===== config.mk =====
export PLATFORM = sky130hd
export DESIGN_NAME = hamming_nibble_packer
export DESIGN_NICKNAME = d
export VERILOG_FILES = /design/src/rtl/hamming_pkg.sv /design/src/rtl/hamming_sync_fifo.sv /design/src/rtl/hamming_nibble_packer.sv
export SDC_FILE = /design/constraint.sdc
export NUM_CORES = 1
export LEC_CHECK = 0
export CAP_MARGIN = 15
export CORE_MARGIN = 4
export CORE_UTILIZATION = 35
export DETAILED_ROUTE_END_ITERATION = 10
export PLACE_DENSITY_LB_ADDON = 0.15
export SETUP_SLACK_MARGIN = 0.15
export SLEW_MARGIN = 20
export SYNTH_ARGS = -nofsm -noshare
export SYNTH_HDL_FRONTEND = slang
export SYNTH_SLANG_ARGS = --single-unit
export TNS_END_PERCENT = 5

===== constraint.sdc =====
create_clock -name clk -period 2.6 [get_ports clk]
set_input_delay 0.52 -clock clk [delete_from_list [all_inputs] [get_ports clk]]
set_output_delay 0.52 -clock clk [all_outputs]
set_load 0.03 [all_outputs]

===== src/rtl/hamming_pkg.sv =====
// hamming_pkg: shared widths and the packer state type for the Hamming(7,4)
// nibble packer.
//   NIBBLE_W  corrected data nibble width from the decoder
//   SYN_W     decoder syndrome width ({s1,s2,s3}, 000 = no error)
//   BYTE_W    packed output byte width
//   CNT_W     error counter width
package hamming_pkg;

  localparam int NIBBLE_W = 4;
  localparam int SYN_W    = 3;
  localparam int BYTE_W   = 8;
  localparam int CNT_W    = 16;

  // HALF0: no nibble held. HALF1: first nibble and its error flag held.
  typedef enum logic {
    HALF0 = 1'b0,
    HALF1 = 1'b1
  } pack_state_e;

  // A nibble is flagged whenever the decoder reported any syndrome bit.
  function automatic logic syn_is_err(input logic [SYN_W-1:0] syn);
    return |syn;
  endfunction

endpackage


===== src/rtl/hamming_sync_fifo.sv =====
// hamming_sync_fifo: first-word-fall-through synchronous FIFO.
// Ports:
//   clk, rst   single clock, synchronous active-high reset
//   push_i     write wdata_i (ignored when full)
//   wdata_i    write data
//   pop_i      drop head entry (ignored when empty)
//   full_o     no free entry
//   empty_o    no entry stored
//   rdata_o    head entry, read straight from the storage registers
// Pointers carry one extra wrap bit: equal pointers mean empty, pointers that
// differ only in the wrap bit mean full.
module hamming_sync_fifo #(
  parameter int WIDTH = 9,
  parameter int DEPTH = 4
) (
  input  logic             clk,
  input  logic             rst,
  input  logic             push_i,
  input  logic [WIDTH-1:0] wdata_i,
  input  logic             pop_i,
  output logic             full_o,
  output logic             empty_o,
  output logic [WIDTH-1:0] rdata_o
);

  localparam int AW = $clog2(DEPTH);
  localparam logic [AW:0] PTR_ONE = {{AW{1'b0}}, 1'b1};

  logic [AW:0]      wr_ptr_q;
  logic [AW:0]      rd_ptr_q;
  logic [WIDTH-1:0] mem_q [DEPTH];
  logic             do_push;
  logic             do_pop;

  assign empty_o = (wr_ptr_q == rd_ptr_q);
  assign full_o  = (wr_ptr_q[AW] != rd_ptr_q[AW]) &&
                   (wr_ptr_q[AW-1:0] == rd_ptr_q[AW-1:0]);
  assign do_push = push_i && !full_o;
  assign do_pop  = pop_i && !empty_o;
  assign rdata_o = mem_q[rd_ptr_q[AW-1:0]];

  // Storage is cleared on reset so the head reads as zero afterwards.
  always_ff @(posedge clk) begin
    if (rst) begin
      wr_ptr_q <= '0;
      rd_ptr_q <= '0;
      for (int i = 0; i < DEPTH; i++) begin
        mem_q[i] <= '0;
      end
    end else begin
      if (do_push) begin
        mem_q[wr_ptr_q[AW-1:0]] <= wdata_i;
        wr_ptr_q <= wr_ptr_q + PTR_ONE;
      end
      if (do_pop) begin
        rd_ptr_q <= rd_ptr_q + PTR_ONE;
      end
    end
  end

endmodule


===== src/rtl/hamming_nibble_packer.sv =====
// hamming_nibble_packer: packs corrected nibbles from a Hamming(7,4) decoder
// into bytes, tags each byte with an error flag, buffers bytes in a FIFO and
// counts flagged nibbles.
// Ports:
//   clk, rst     single clock, synchronous active-high reset
//   in_valid     decoded nibble present
//   in_ready     packer accepts a nibble this cycle
//   in_nibble    corrected data nibble
//   in_syndrome  decoder syndrome, 000 = no error
//   out_valid    byte available at FIFO head
//   out_ready    consumer takes the byte
//   out_byte     packed byte
//   out_err      at least one nibble of out_byte had a nonzero syndrome
//   cnt_clr      synchronous clear of err_count (wins over an increment)
//   err_count    saturating count of accepted flagged nibbles
//   dbg_state    packer FSM state (0 = HALF0, 1 = HALF1)
// Handshake: a transfer happens on a rising edge where valid && ready are both
// high; the producer holds data stable while valid is high and ready is low.
module hamming_nibble_packer
  import hamming_pkg::*;
#(
  parameter int DEPTH     = 4,
  parameter int LOW_FIRST = 1
) (
  input  logic                clk,
  input  logic                rst,
  input  logic                in_valid,
  output logic                in_ready,
  input  logic [NIBBLE_W-1:0] in_nibble,
  input  logic [SYN_W-1:0]    in_syndrome,
  output logic                out_valid,
  input  logic                out_ready,
  output logic [BYTE_W-1:0]   out_byte,
  output logic                out_err,
  input  logic                cnt_clr,
  output logic [CNT_W-1:0]    err_count,
  output logic                dbg_state
);

  pack_state_e         state_q;
  logic [NIBBLE_W-1:0] nib_q;
  logic                flag_q;
  logic [CNT_W-1:0]    cnt_q;

  logic                in_xfer;
  logic                new_err;
  logic                push;
  logic                fifo_full;
  logic                fifo_empty;
  logic [BYTE_W-1:0]   push_byte;
  logic [BYTE_W:0]     fifo_rdata;

  // in_ready depends only on local state and FIFO fullness, never on
  // out_ready, so a same-cycle pop does not open the input.
  assign in_ready = !rst && ((state_q == HALF0) || !fifo_full);
  assign in_xfer  = in_valid && in_ready;
  assign new_err  = syn_is_err(in_syndrome);
  assign push     = in_xfer && (state_q == HALF1);

  assign push_byte = (LOW_FIRST != 0) ? {in_nibble, nib_q} : {nib_q, in_nibble};

  hamming_sync_fifo #(
    .WIDTH (BYTE_W + 1),
    .DEPTH (DEPTH)
  ) u_fifo (
    .clk     (clk),
    .rst     (rst),
    .push_i  (push),
    .wdata_i ({flag_q | new_err, push_byte}),
    .pop_i   (out_ready),
    .full_o  (fifo_full),
    .empty_o (fifo_empty),
    .rdata_o (fifo_rdata)
  );

  assign out_valid = !fifo_empty;
  assign out_err   = fifo_rdata[BYTE_W];
  assign out_byte  = fifo_rdata[BYTE_W-1:0];
  assign err_count = cnt_q;
  assign dbg_state = (state_q == HALF1);

  // Packer FSM: the second nibble goes straight into the FIFO together with
  // the held one, so the held registers are only meaningful in HALF1.
  always_ff @(posedge clk) begin
    if (rst) begin
      state_q <= HALF0;
      nib_q   <= '0;
      flag_q  <= 1'b0;
    end else begin
      case (state_q)
        HALF0: begin
          if (in_xfer) begin
            nib_q   <= in_nibble;
            flag_q  <= new_err;
            state_q <= HALF1;
          end
        end
        HALF1: begin
          if (in_xfer) begin
            nib_q   <= '0;
            flag_q  <= 1'b0;
            state_q <= HALF0;
          end
        end
        default: state_q <= HALF0;
      endcase
    end
  end

  // Error counter: clear beats increment; increment saturates at all-ones.
  always_ff @(posedge clk) begin
    if (rst || cnt_clr) begin
      cnt_q <= '0;
    end else if (in_xfer && new_err && (cnt_q != {CNT_W{1'b1}})) begin
      cnt_q <= cnt_q + {{(CNT_W-1){1'b0}}, 1'b1};
    end
  end

endmodule

* Word level (Yosys, flattened, before mapping)
Memories as Yosys holds them, arrays and structs flattened. A register that Yosys moved wholly into a read port is not among the register bits. Index checks and enable logic that the tools add are counted.
Operators by class: reduce and logical (&&, ||, !) cells 16, add/sub/neg operators 3, bitwise operators 2, eq/ne operators 6, multiplexer cells 19
Operator list (number):
- adder 16 x 1 -> 16 bit (second input constant) | 1
- != test 16 bit (second input constant) | 1
- 2-to-1 mux 1 bit | 10
- 2-to-1 mux 9 bit | 1
- OR reduction 9 bit | 1
- logical AND 1 bit | 8
- 2-to-1 mux 4 bit | 2
- one-hot mux 4 bit (2 select lines) | 1
- adder 3 x 1 -> 3 bit (second input constant) | 2
- 2-to-1 mux 2 bit | 3
- one-hot mux 1 bit (2 select lines) | 2
- == test 3 bit | 1
- logical NOT 1 bit | 3
- OR reduction 3 bit | 1
- == test 2 bit | 1
- logical OR 1 bit | 2
- != test 2 x 1 -> 1 bit (second input constant) | 1
- != test 2 bit (second input constant) | 1
- AND reduction 2 bit | 1
- != test 1 bit | 1
- inverter 1 bit | 1
- OR 1 bit | 1
Word-level totals: logic and storage cells 53, memories 1, register bits 28, bits of input ports 12, bits in writable memories 36
Memories:
- u_fifo.mem_q | depth 4, width 9, read ports 1, clocked after memory_dff 1, write ports 4, line hamming_sync_fifo.sv:31 | logic [WIDTH-1:0] mem_q [DEPTH];

* Depth between registers and ports, before layout
depth after elaboration 13, depth in mapped cells 10, gate-level depth less buffers 8

* Cells and area by module
A second synthesis with hierarchy kept.
Unflattened totals: cells, all modules 315, area total of the unflattened synthesis 3419.5 um^2
By module, submodules not included:
- hamming_sync_fifo | area each 2165.8 um^2, cells an instance 171, instances 1, seq. area each 1241.2 um^2
- hamming_nibble_packer | area each 1253.7 um^2, cells an instance 144, instances 1, seq. area each 440.4 um^2

* Least setup slack after synthesis
Ideal clock, no wire load.
path type flip-flop to flip-flop, start point register u_fifo.wr_ptr_q[0], end point memory u_fifo.mem_q[0][0] (enable), arrival 2299 ps, clock period less this slack 2612 ps, stages on the path, launching flop included 10, slack -12 ps, setup time 313 ps, cells stage by stage dfxtp_1 > buf_4 > xnor2_2 > a41oi_4 > nand2_1 > inv_1 > ha_1 > nand3b_1 > nor3_1 > or2_2
RTL lines:
- start: declaration | line hamming_sync_fifo.sv:29 | logic [AW:0] wr_ptr_q;
- start signal: assignment | line hamming_sync_fifo.sv:53 | wr_ptr_q <= wr_ptr_q + PTR_ONE;
- end: declaration | line hamming_sync_fifo.sv:31

==> summary.md <==
| Metric | Value |
|---|---|
| Root buffer cell | clkbuf_8 |
| Crit path buf inv count | 2 |
| Dpl cells | between 400 and 500 |
| Crit end category | output pin |
| Required time of the critical path | 2.08 ns |
| Top cells by area, synth | edfxtp_1 (36%), dfxtp_1 (20%), mux4_2 (6.7%) |
| CP Depth | 3 |
| Number of distinct library cells after synthesis | 34 |
| Top-count cell post-synth | edfxtp_1 |
| Logic pwr share | about a tenth |
| Critical-path top delay cell | mux4_2 |
| Final min period | about 2.3 ns |
| Grt ovf | 0 |
| CP Class | flip-flop to output pin |
| Longest Clk Path Bufs | 2 |
| Ys async rst share | 0% |
| H-tree Lvls | 3 |
| Overall Global Routing Usage | a little over an eighth |
| Worst Reg-to-Reg Cells | 8 |
| Final clock skew | 0.004692 ns |
| Vias per cell | about 4.9 |
| Switching power of the nets | 0.5158 mW |
| Vias | 2053 |
| RR Startpoint | u_fifo.rd_ptr_q[0]$_SDFFE_PP0P_ |
| Number of synthesized flops with an enable pin | 36 |
| Post-route ant nets | 0 |
| Critical Path Sink | out_byte[1] |
| FF/Latch Area | around 0.0017 mm² |
| Worst-margin pin slew | 0.6138 ns |
| P_int | roughly 1.7 mW |
| Final period util | 88.93% |
| Leakage power | 1.411 nW |
| Final Non-Filler Cells | roughly 420 |
| Die Ht | between 100 and 150 µm |
| Design area | 0.003825 mm² |
| Total wire length | approximately 6400 µm |
| Chip width | roughly 100 µm |
| Port Buffers | 39 |
| Filler Cells Inserted | a little under 800 |
| Sequential Power Share | 52.9% |
| Share of the synthesized area in the top cell type | 35.96% |
| Register area share after synthesis | roughly 56% |
| Power Total | approximately 2.2 mW |
| Wire per inst | 15.22 µm |
| Reg2reg setup slack | 0.37 ns |
| Yosys warning total | 0 |
| CP delay by family, top | buffers and inverters |
| Post-synth top flop | edfxtp_1 |
| Floorplan Core Area | about 0.0083 mm² |
| NumNets Final | between 300 and 400 |
| First-pass DRT Iterations | 4 |
| Worst hold path class | flip-flop to flip-flop |
| PwrDens | 566.7 mW/mm² |
| Synthesized area per cell | about 12 µm² |
| Commonest cells in the synthesized netlist | edfxtp_1 (36), and2_1 (32), dfxtp_1 (30) |
| CP max FO | 9 |
| Clk pwr share | between 30 and 40% |
| Dpl cell area | between 0.003 and 0.004 mm² |
| Initial antenna violation count | 0 |
| Delay of the slowest critical-path stage | approximately 0.54 ns |
| Die area | between 0.01 and 0.015 mm² |
| Final slew viol count | 0 |
| Initial Util | between 30% and 40% |
| Unrepaired setup endpoints after global routing | no |
| # setup viols final | 0 |
| Setup crit start kind | flip-flop |
| TritonCTS clock tree | built |
| Top Ports | 40 |
| Hold Fails Final Rpt | 0 |
| Cell taking the most area after synthesis | edfxtp_1 |
| Worst slew margin | about three fifths |
| DR iter-0 viols | 53 |
| Area of the multi-input gates | between 0.001 and 0.0015 mm² |
| Arr. time, crit path | between 1.5 and 2 ns |
| DRC | 0 |
| Peak VDD IR | about 0.00027 V |
| Critical R2R Capture | u_fifo.mem_q[0][0]$_SDFFCE_PN0P_ |
| Layout cells sized above 1 | between 10% and 20% |
| Vias in the first global route | between 2000 and 2500 |
| Fmax | between 0.4 and 0.5 GHz |
| Status | completed |
| Setup ws final | about 0.29 ns |
| GP Congestion | 0.7329 |
| Maximum number of pins on one net before global-route repair | 22 |
| Max-cap violation count | 0 |
| Cts bufs inserted | 9 |
| Post-Synthesis Cells | between 200 and 300 |
| Yosys reg bits | 66 |
| Clock latency on the worst-skew pair | about 0.33 ns |
| Site Rows | 33 |
| Area Overhead vs Synth | 27.22% |
| Synthesized Nets | around 280 |
| Antenna diodes | 0 |
| Cells along the critical path | buf_4, mux4_2, dlygate4sd2_1 |
| DP Wirelength | 4476 µm |
| Clk sink count | 66 |
| First-pass GRT wire length | around 11000 µm |
| Post-CTS Setup Repair Bufs | 0 |
| Switching share of power | a little under a quarter |
| Pre-CTS WS | -0.01925 ns |
| Clk slew on worst S/H paths | approximately 0.07 ns |
| Area of the mapped netlist | 0.003007 mm² |
timing repair:
action	CTS	global route
setup endpoints to repair	10	9
hold buffers	0	0
gates resized for setup	1	9
metal layers:
| metal | share of wire (%) | routed length, µm | vias up | track usage, % |
|---|---|---|---|---|
| met5 | 0 | 0 | - | 0 |
| met4 | 1.1 | 72 | 0 | 5.596 |
| met3 | 4.5 | 285 | 6 | 3.460 |
| met2 | 48 | 3080 | 42 | 22.43 |
| met1 | 46 | 2925 | 968 | 16.94 |
| li1 | - | - | 1037 | - |
tightest hold or removal path, stage by stage (launching register included):
cell and delay (ns):
dfxtp_1 0.33, nand2_1 0.06, a21oi_1 0.05
through the flow:
stage | util, % | hold slack (ns) | TNS (ns)
after global placement | 43.60 | 0.4783 | 0
final | 46.09 | 0.4890 | 0
after global routing | 46.09 | 0.5264 | 0
after floorplan | - | 0.4525 | 0
after detailed placement | 43.60 | 0.4870 | -0.1689
after CTS | 45.82 | 0.4976 | 0
worst min path at each step:
| stage | from | cells past startpoint | to | slack, ns |
|---|---|---|---|---|
| 5_1_grt | nib_q[1]$_SDFFE_PP0P_ | 2 | nib_q[1]$_SDFFE_PP0P_ | 0.53 |
| 3_5_place_dp | nib_q[1]$_SDFFE_PP0P_ | 2 | nib_q[1]$_SDFFE_PP0P_ | 0.49 |
| 3_3_place_gp | flag_q$_SDFFE_PP0P_ | 2 | flag_q$_SDFFE_PP0P_ | 0.48 |
| 2_1_floorplan | nib_q[2]$_SDFFE_PP0P_ | 2 | nib_q[2]$_SDFFE_PP0P_ | 0.45 |
| 4_1_cts | nib_q[1]$_SDFFE_PP0P_ | 2 | nib_q[1]$_SDFFE_PP0P_ | 0.50 |
| 6_report | nib_q[1]$_SDFFE_PP0P_ | 2 | nib_q[1]$_SDFFE_PP0P_ | 0.49 |
area by class of cell:
| class | instances | share of cell area (%) |
|---|---|---|
| Sequential cell | 66 | 43.96 |
| Multi-Input combinational cell | 177 | 34.51 |
| Timing Repair Buffer | 50 | 12.86 |
| Tap cell | 105 | 3.435 |
| Clock buffer | 10 | 3.337 |
| Clock inverter | 6 | 1.505 |
| Inverter | 4 | 0.3925 |
registers in the layout (all words and copies together), names as in the netlist, named ones only:
signal,flops
err_count,16
nib_q,4
u_fifo.mem_q,36
flag_q,1
u_fifo.wr_ptr_q,3
u_fifo.rd_ptr_q,3
dbg_state,1
cells by family after synthesis:
logic type | count (synthesis) | synth area share, %
AO/OA/AOI/OAI | 33 | 6.659
XOR/XNOR | 10 | 3.163
adder cells (fa/ha/maj) | 6 | 2.497
buffers and inverters | 14 | 2.247
flip-flops | 66 | 55.93
multiplexers | 10 | 7.074
AND/OR/NAND/NOR | 118 | 22.43
power by group through the flow:
stage | clock network, mW | registers (mW) | logic, mW
finish | 0.819 | 1.15 | 0.201
global placement | 0 | 1.17 | 0.206
detailed placement | 0 | 1.17 | 0.208
floorplan | 0 | 1.17 | 0.126
global route | 0.885 | 1.15 | 0.219
CTS | 0.844 | 1.15 | 0.207
layout by cell type (no fill, tap or decap), types with 10 or more instances in the layout:
cell	synthesis	final
a21oi_1	18	18
and2_1	32	32
buf_4	2	12
clkdlybuf4s50_1	0	28
dfxtp_1	30	30
edfxtp_1	36	36
nand2_1	14	13
nand3_1	14	14
nor2_1	16	16
o21ai_0	10	10
or3_1	10	10
Power figures use the tool's default switching activity.
==> RTL change, RTL diff (config.mk and constraints unchanged) <==
`DEPTH` is set to 4 in 2 places; all go to 2.
--- a/src/rtl/hamming_sync_fifo.sv
+++ b/src/rtl/hamming_sync_fifo.sv
@@ -13,3 +13,3 @@
   parameter int WIDTH = 9,
-  parameter int DEPTH = 4
+  parameter int DEPTH = 2
 ) (
--- a/src/rtl/hamming_nibble_packer.sv
+++ b/src/rtl/hamming_nibble_packer.sv
@@ -21,3 +21,3 @@
 #(
-  parameter int DEPTH     = 4,
+  parameter int DEPTH     = 2,
   parameter int LOW_FIRST = 1
Behaviour: not the same (a bounded check fails within 10 cycles, from zero or initial values and one cycle with rst high).
==> RTL change against the unedited design <==
Wire length down 21%. Setup slack improved by 0.073 ns. Synthesized cell count shrank 11%. Largest cell class is now multi-input combinational cells. Total power is 30% lower. Highest routed layer unchanged. Synthesized area down 25%. Combinational power grew 8%. Cell area shrank 25%. Largest power group unchanged. Sequential cell count is 21 lower. Register-to-register slack improved by 0.15 ns.
==> RTL change: results <==
{
  "status": "finished, final reports clean",
  "yosysWarnings": 0,
  "port_buffers": 39,
  "largest_reg_flops": 18,
  "antenna_found_initial": 0,
  "tightest_slew_ns": 0.655,
  "drive_gt1_share_pct": 14.4,
  "async_flop_share_pct": 0,
  "gr-usage-all-layers_pct": 14.3,
  "wl_um": 5020,
  "synth_edf_count": 18,
  "nFillCells": 651,
  "cts_resized": 0,
  "yosysSeqAreaShare_pct": 47.6,
  "syn_nets": 245,
  "post-cts-setup-buffers": 0,
  "top_register": "u_fifo.mem_q",
  "gp_congestion": 0.757,
  "ys_top_cells_by_area": "dfxtp_1, edfxtp_1, mux2i_1, and2_1, mux2_2",
  "grt_use_met3_pct": 3.54,
  "clockRootBuffer": "clkbuf_8",
  "place_ws_ns": 0.274,
  "first_global_vias": 1860,
  "final_hold_viol_count": 0,
  "grt_start_max_net_pins": 30,
  "irDropWorstVdd_mv": 0.263,
  "arrival_ns": 1.72,
  "grtUsageMet2_pct": 24.5,
  "clock_latency_ns": 0.30,
  "clk_pin_slew_ns": 0.08,
  "fin_skew_ns": 0.00698,
  "cts_buffers": 5,
  "initialDrtViolationCount": 28,
  "grt_util_met1_pct": 17.8,
  "synth.top_cells.by_count": "dfxtp_1, nand2_1, and2_1, edfxtp_1, mux2i_1",
  "synthDistinctLibCells": 41,
  "layout.nets": 285,
  "post_dp_cell_area_um2": 2770,
  "hpwlAfterDp_um": 3600,
  "grt_pass1_wl_um": 8720,
  "p_leak_nw": 1.00,
  "ctsHtreeMaxLevel": 2,
  "area_growth_pct": 26.8,
  "viasPerCell": 5.20
}
==> RTL change: cell count changes after synthesis, sizes merged, moves of 8 or more <==
cell | unedited run | this run
nand2 | 14 | 24
o21ai | 10 | 2
and2 | 32 | 19
mux2i | 1 | 13
nor4 | 2 | 11
mux4 | 9 | 0
mux2 | 0 | 9
nand3 | 15 | 7
nor2 | 16 | 6
edfxtp | 36 | 18
==> RTL change: cell type report <==
type / instances / share of cell area [%]
clock inverter: 2 / 1.22
clock buffer: 6 / 2.52
multi-input combinational: 166 / 39.2
tap: 77 / 3.35
timing repair buffer: 47 / 15.6
inverter: 4 / 0.522
sequential: 45 / 37.6
==> RTL change: cells by family (layout without fill, tap and decap cells) <==
logic type / after synthesis / in the layout / share of synthesized area [%]
buf+inv: 18 / 59 / 3.20
compound gates: 25 / 25 / 7.06
xor+xnor: 6 / 6 / 2.32
flops: 45 / 45 / 47.6
simple gates: 109 / 109 / 27.4
fa+ha+maj: 4 / 4 / 2.21
mux: 22 / 22 / 10.2
==> RTL change: critical path, cell delays in order (launching register included) <==
cell	delay (ns)
dfxtp_2	0.46
mux2_2	0.37
clkdlybuf4s50_1	0.59
==> RTL change: final timing paths <==
path / start / end / slack (ns) / depth (start not counted)
hold reg to reg: nib_q[1] / nib_q[1] / 0.47 / 2
setup reg to reg: u_fifo.rd_ptr_q[0] / u_fifo.mem_q[0][8] / 0.52 / 7
setup / recovery: flip-flop / out_byte[1] / 0.36 / 2
hold / removal: nib_q[1] / nib_q[1] / 0.47 / 2
==> RTL change: metal layers <==
layer / share of wire (%) / wire length, um
met5: 0 / 0
met4: 0.92 / 46
met3: 4.1 / 208
met2: 49 / 2480
met1: 45 / 2280
==> RTL change: where the power goes <==
group          switching (W)  internal, W  leakage (nW)
combinational       0.000118    0.0000992         0.540
clock               0.000238     0.000285        0.0552
sequential         0.0000253     0.000758         0.406
total               0.000381      0.00114          1.00
==> RTL change: metrics by stage <==
| step | instances | hold WS [ns] |
|---|---|---|
| 5_1_grt | 347 | 0.498 |
| 6_report | 347 | 0.466 |
| 4_1_cts | 347 | 0.469 |
| 3_5_place_dp | 339 | 0.457 |
| 3_3_place_gp | 339 | 0.464 |
| 2_1_floorplan | 229 | 0.436 |
